`src/rtl/fc_stream_engine.sv`:
```
// Fully-connected layer engine: streams LANES activation/weight pairs per cycle,
// accumulates one neuron per row, then quantises and writes it as a single byte.
module fc_stream_engine #(
   parameter int DATA_WIDTH        = 8,
   parameter int WEIGHT_WIDTH      = 4,
   parameter int LANES             = 20,
   parameter int IN_LEN            = 800,
   parameter int OUT_LEN           = 500,
   parameter int ACC_WIDTH         = 24,
   parameter int ACT_ADDR_WIDTH    = 10,
   parameter int WEIGHT_ADDR_WIDTH = 15,
   parameter int OUT_ADDR_WIDTH    = 10
) (
   input  logic                            clk,
   input  logic                            srstn,
   input  logic                            start,
   input  logic [WEIGHT_ADDR_WIDTH-1:0]    weight_base,
   input  logic [3:0]                      shift,
   input  logic                            relu_en,
   output logic [ACT_ADDR_WIDTH-1:0]       sram_raddr_act,
   input  logic [LANES*DATA_WIDTH-1:0]     sram_rdata_act,
   output logic [WEIGHT_ADDR_WIDTH-1:0]    sram_raddr_weight,
   input  logic [LANES*WEIGHT_WIDTH-1:0]   sram_rdata_weight,
   output logic                            sram_wsb,
   output logic [3:0]                      sram_bytemask,
   output logic [OUT_ADDR_WIDTH-1:0]       sram_waddr,
   output logic [4*DATA_WIDTH-1:0]         sram_wdata,
   output logic                            busy,
   output logic                            done
);

   localparam int CHUNKS = IN_LEN / LANES;
   localparam int CW = (CHUNKS > 1) ? $clog2(CHUNKS) : 1;
   localparam int NW = (OUT_LEN > 1) ? $clog2(OUT_LEN) : 1;
   localparam logic [CW-1:0] K_LAST = CW'(CHUNKS - 1);
   localparam logic [NW-1:0] N_LAST = NW'(OUT_LEN - 1);
   localparam logic signed [ACC_WIDTH:0] Q_MAX = (ACC_WIDTH+1)'((1 << (DATA_WIDTH-1)) - 1);
   localparam logic signed [ACC_WIDTH:0] Q_MIN = -Q_MAX - (ACC_WIDTH+1)'(1);
   localparam logic [DATA_WIDTH-1:0] BYTE_MAX = {1'b0, {(DATA_WIDTH-1){1'b1}}};
   localparam logic [DATA_WIDTH-1:0] BYTE_MIN = {1'b1, {(DATA_WIDTH-1){1'b0}}};

   typedef enum logic [2:0] {
      IDLE  = 3'd0,
      RUN   = 3'd1,
      DRAIN = 3'd2,
      WRITE = 3'd3,
      DONE  = 3'd4
   } state_t;

   state_t state, state_d;

   logic [CW-1:0]                k;
   logic [NW-1:0]                n;
   logic [WEIGHT_ADDR_WIDTH-1:0] row;
   logic [WEIGHT_ADDR_WIDTH-1:0] base_r;
   logic [3:0]                   shift_r;
   logic                         relu_r;
   logic signed [ACC_WIDTH-1:0]  acc;
   logic signed [ACC_WIDTH-1:0]  dot;
   logic                         vld;
   logic                         first;

   always_ff @(posedge clk) begin
      if (!srstn) state <= IDLE;
      else        state <= state_d;
   end

   always_comb begin
      state_d = state;
      case (state)
         IDLE:    if (start) state_d = RUN;
         RUN:     if (k == K_LAST) state_d = DRAIN;
         DRAIN:   state_d = WRITE;
         WRITE:   state_d = (n == N_LAST) ? DONE : RUN;
         DONE:    state_d = IDLE;
         default: state_d = IDLE;
      endcase
   end

   // Read data lags the address by one cycle, so the MAC runs one cycle behind RUN.
   always_ff @(posedge clk) begin
      if (!srstn) begin
         k       <= '0;
         n       <= '0;
         row     <= '0;
         base_r  <= '0;
         shift_r <= '0;
         relu_r  <= 1'b0;
         acc     <= '0;
         vld     <= 1'b0;
         first   <= 1'b0;
      end else begin
         vld   <= (state == RUN);
         first <= (state == RUN) && (k == '0);
         if (vld) acc <= first ? dot : acc + dot;
         case (state)
            IDLE: if (start) begin
               base_r  <= weight_base;
               shift_r <= shift;
               relu_r  <= relu_en;
               k       <= '0;
               n       <= '0;
               row     <= '0;
               acc     <= '0;
            end
            RUN: if (k != K_LAST) k <= k + CW'(1);
            WRITE: begin
               k   <= '0;
               n   <= n + NW'(1);
               row <= row + WEIGHT_ADDR_WIDTH'(CHUNKS);
            end
            default: ;
         endcase
      end
   end

   always_comb begin
      logic signed [DATA_WIDTH-1:0]   a_l;
      logic signed [WEIGHT_WIDTH-1:0] w_l;
      logic signed [ACC_WIDTH-1:0]    prod;
      dot  = '0;
      a_l  = '0;
      w_l  = '0;
      prod = '0;
      for (int i = 0; i < LANES; i++) begin
         a_l  = sram_rdata_act[i*DATA_WIDTH +: DATA_WIDTH];
         w_l  = sram_rdata_weight[i*WEIGHT_WIDTH +: WEIGHT_WIDTH];
         prod = a_l * w_l;
         dot  = dot + prod;
      end
   end

   // Round half up, then arithmetic shift; one guard bit keeps the rounding add from overflowing.
   logic signed [ACC_WIDTH:0] rnd;
   logic signed [ACC_WIDTH:0] biased;
   logic signed [ACC_WIDTH:0] shifted;
   logic [DATA_WIDTH-1:0]     q_byte;

   always_comb begin
      rnd     = (shift_r == 4'd0) ? '0 : ((ACC_WIDTH+1)'(1) << (shift_r - 4'd1));
      biased  = $signed({acc[ACC_WIDTH-1], acc}) + rnd;
      shifted = biased >>> shift_r;
      if (relu_r && shifted[ACC_WIDTH]) q_byte = '0;
      else if (shifted > Q_MAX)         q_byte = BYTE_MAX;
      else if (shifted < Q_MIN)         q_byte = BYTE_MIN;
      else                              q_byte = shifted[DATA_WIDTH-1:0];
   end

   logic [1:0] n_lo;
   assign n_lo = 2'(n);

   always_comb begin
      sram_raddr_act    = ACT_ADDR_WIDTH'(k);
      sram_raddr_weight = base_r + row + WEIGHT_ADDR_WIDTH'(k);
      busy              = (state == RUN) || (state == DRAIN) || (state == WRITE);
      done              = (state == DONE);
      sram_wsb          = 1'b1;
      sram_bytemask     = 4'hF;
      sram_waddr        = '0;
      sram_wdata        = '0;
      if (state == WRITE) begin
         sram_wsb      = 1'b0;
         sram_bytemask = ~(4'b1000 >> n_lo);
         sram_waddr    = OUT_ADDR_WIDTH'(n >> 2);
         sram_wdata    = {4{q_byte}};
      end
   end

endmodule
```
`config.mk`:
```
export PLATFORM = sky130hd
export DESIGN_NAME = fc_stream_engine
export DESIGN_NICKNAME = d
export VERILOG_FILES = /design/src/rtl/fc_stream_engine.sv
export SDC_FILE = /design/constraint.sdc
export NUM_CORES = 2
export LEC_CHECK = 0
export ABC_CLOCK_PERIOD_IN_PS = 21800
export BUFFER_PORTS_ARGS = -buffer_cell sky130_fd_sc_hd__buf_2
export CORE_MARGIN = 1
export CORE_UTILIZATION = 32
export DETAILED_ROUTE_END_ITERATION = 10
export SYNTH_ARGS = -nofsm -noshare
export SYNTH_HDL_FRONTEND = slang
export SYNTH_SLANG_ARGS = --single-unit
```
`constraint.sdc`:
```
create_clock -name clk -period 21.8 [get_ports clk]
set_clock_uncertainty 0.05 [all_clocks]
set_input_delay 0 -clock clk [delete_from_list [all_inputs] [get_ports clk]]
set_output_delay 0 -clock clk [all_outputs]
set_load 0.02 [all_outputs]
```
==> summary by stage <==
Die
The die outline area is roughly 0.11 mm2. The die width is between 300 and 400 um. The die height is ~330 um. The standard-cell row count is 120.

The total I/O pin count is around 340. The core area is between 0.1 and 0.15 mm2. The initial utilization of the core area, before any placement, comes to 0.323.

Global route
The first-pass GRT wire length is ~160000 um. The total global routing track utilization is 0.191. The number of global-route vias before repair was 28026. The pin count of the biggest net entering global routing is between 40 and 50. The number of antenna violations at the first check in global routing is 33. The total global routing overflow is 0.

Yosys
For this run, the leading register cell type out of synthesis is dfxtp_1. Of the synthesized area, sequential elements account for 0.0440. The largest family of logic cells by synthesized area is adder cells.

The fraction of the mapped netlist area in compound gates is 0.0773. After synthesis the netlist holds a flip-flop and latch count of 76. A synthesized cell averages about 9 um2. The multiplexer share of the synthesized area is 0.0169. By area the synthesized netlist is led by fa_1, inv_1, ha_1, and2_1, dfxtp_1. The area of the mapped netlist is between 0.03 and 0.04 mm2.

The post-synthesis share of cell area spent on xor and xnor gates is 0.0190. The total number of yosys warnings is 0. The simple-gate share of the synthesized area is 0.161. The post-synthesis adder-cell area fraction is 0.569. Counting flops with a built-in enable in the synthesized netlist gives 0. After technology mapping, the gate count stands at 3741. The most instantiated library cell after synthesis is inv_1. Of the post-synthesis cell area, the dominant cell type holds 0.498. The most area-hungry cell type in the Yosys netlist is fa_1. The number of different library cells used by synthesis comes to between 90 and 100. Ranked by instance count, the synthesized netlist is headed by inv_1, fa_1, nand2_1.

Of all flip-flops after synthesis, the portion carrying an async set or reset was 0.

Routing
The sum of met3 wire segment lengths after detailed routing is roughly 4600 um. In the routed design, unresolved DRC markers number 0. For this block, the initial DRC count from the detailed router was 1533. The via-per-instance ratio is 4.74. The number of optimization iterations in the first detailed-route pass is 7. The highest routed metal layer is met5. The routed metal-1 wirelength is 39900 um. The post-route antenna net violation count is 0. Across all layers, the routed design uses 25805 vias. Detailed routing placed a total of 53300 um of wire on met2. The final wirelength is 101000 um. Dividing the detail-routed wire length by the instance count gives between 15 and 20 um.

Setup path
Among all stages on the critical path, the largest delay is contributed by fa_1. The worst setup path is captured at a flop. On the worst path, the slowest cell contributes a delay of about 0.54 ns. The required time of the critical path is roughly 22 ns. The worst setup path is of the input pin to flop kind.

Data arrives at the worst endpoint at 10.03 ns. STA classifies the critical path startpoint as an input pin. The biggest fanout along the worst timing path is 10.

In this design, the critical path's most frequently occurring cell is fa_1.

Timing
The highest clock rate is approximately 100 MHz. Adding up every negative setup slack in the final design gives 0 ns. The number of setup violations in the final report is 0. Setup repair after global routing left no endpoint under its margin.

The part of the cycle the worst path needs is 0.453. The transition time at the pin with the least slew margin is 1.22 ns. The max-slew violation count is 0. The worst slew slack as a fraction of its limit is 0.183.

The time the final worst path needs with I/O delays and setup is 9.88 ns. The final count of hold timing violations is 0.

Clock network
TritonCTS built the clock tree. The tree is rooted in a clkbuf_16. The number of clock buffers added by TritonCTS is 9. The tree built by TritonCTS fans out to 76 sinks. After clock tree synthesis, the clock-pin slew on the worst setup and hold paths is 0.07 ns. The clock passes through at most 2 buffers. Once the clock tree was built, the setup fixing pass inserted 0 buffers. The number of gates resized after CTS was 0. The clock network latency to the later pin of the worst-skew pair is between 0.3 and 0.4 ns. The number of H-tree branching levels is 3.

Placement
The placed wire-length estimate is 90600 um. Input and output buffers added on the ports amount to approximately 330. The final estimated routing congestion in global placement is a little over 0.9.

Run status
The flow ran to the end, and the final reports show no timing, DRC or antenna violations.

Layout
The layout overhead on the synthesized area is 10.3%. The final-stage net count is between 5000 and 6000. The number of fill cells is between 10000 and 15000. The fraction of final layout cells with drive strength greater than 1 is 0.102.

Hold path
The min-delay analysis places its worst path in the category input pin to flop.

Job
Across the run, the number of max-cap violations was 0.
final timing paths:
path                            cells past startpoint                   to  slack, ns                  from
worst max-delay path                               34   acc[23]$_SDFF_PN0_      11.92  sram_rdata_weight[7]
worst min-delay path                                2  row[8]$_SDFFE_PN0P_       0.24                 srstn
worst max register to register                     14   acc[22]$_SDFF_PN0_      18.44     acc[0]$_SDFF_PN0_
worst min register to register                      2  relu_r$_SDFFE_PN0P_       0.41   relu_r$_SDFFE_PN0P_
cells by family after synthesis:
kind of cell	count (synthesis)
other	1
xor gates and xnor gates	74
and+or+nand+nor	1093
AOI/OAI and AO/OA	393
DFF	76
buffers and inverters	1000
adders and majority gates	1058
muxes	46
per-stage QoR:
| step | instance area [um2] | utilization | worst slack [ns] | hold WS [ns] | instances |
|---|---|---|---|---|---|
| floorplan | 34600 | - | 12.57 | 0.0904 | 3748 |
| global placement | 37600 | 0.351 | 11.73 | 0.203 | 5383 |
| detailed placement | 37600 | 0.351 | 11.71 | 0.212 | 5383 |
| CTS | 38100 | 0.356 | 12.06 | 0.217 | 5420 |
| global route | 38100 | 0.356 | 11.31 | 0.266 | 5438 |
| finish | 38200 | 0.356 | 11.92 | 0.237 | 5444 |
critical path: cells and delay by family:
kind	cells	cell delay, ns
adders and majority gates	12	5.50
AOI/OAI and AO/OA	13	2.34
and+or+nand+nor	3	0.88
buffers and inverters	4	0.83
muxes	1	0.29
xor gates and xnor gates	1	0.17
timing repair:
| action | 4_1_cts | 5_1_grt |
|---|---|---|
| hold buffers | 21 | 0 |
| endpoints found under the setup margin | 0 | 0 |
| hold endpoints to repair | 21 | 0 |
placed cells by master, fill, tap and decap left out, types with 9 or more instances in the layout:
master	n
nor2b_1	47
inv_1	890
a21o_1	15
fa_1	860
o21a_1	16
o21ai_0	84
xor2_1	24
dfxtp_1	76
or3_1	17
ha_1	197
buf_4	10
and2_1	270
mux2i_1	27
dlygate4sd3_1	21
buf_2	329
and3_1	29
o211ai_1	24
a21oi_1	95
nand4_1	21
xnor2_1	49
a31oi_1	13
nor3_1	32
diode_2	24
mux2_2	9
nand3_1	33
a211oi_1	19
clkbuf_16	9
nor2_1	153
a21boi_0	33
nand2_1	348
o21bai_1	9
nand2b_1	108
sequential cells by signal, summed over array words and instances, names as in the netlist:
register / flops
vld: 1
first: 1
state: 3
n: 9
relu_r: 1
acc: 24
base_r: 15
k: 6
row: 12
shift_r: 4
cell type report:
class                   instances  area, um2  share of cell area
clock buffers                   9        225             0.00590
well taps                    1403       1760              0.0460
flip-flops and latches         76       1520              0.0399
inverters                     893       3350              0.0879
clock inverters                 7        105             0.00275
repair buffers                360       1930              0.0506
diodes                         24       60.1             0.00157
multi-input cells            2672      29200               0.765
layer usage:
layer | global-route usage | up-vias
met4 | 0.0509 | 4
met1 | 0.240 | 13179
met2 | 0.350 | 622
met5 | 0 | -
li1 | - | 11860
met3 | 0.0160 | 140
Power is not shown: default switching activity piles up to over one toggle a cycle in this logic, so the estimate is an artifact.
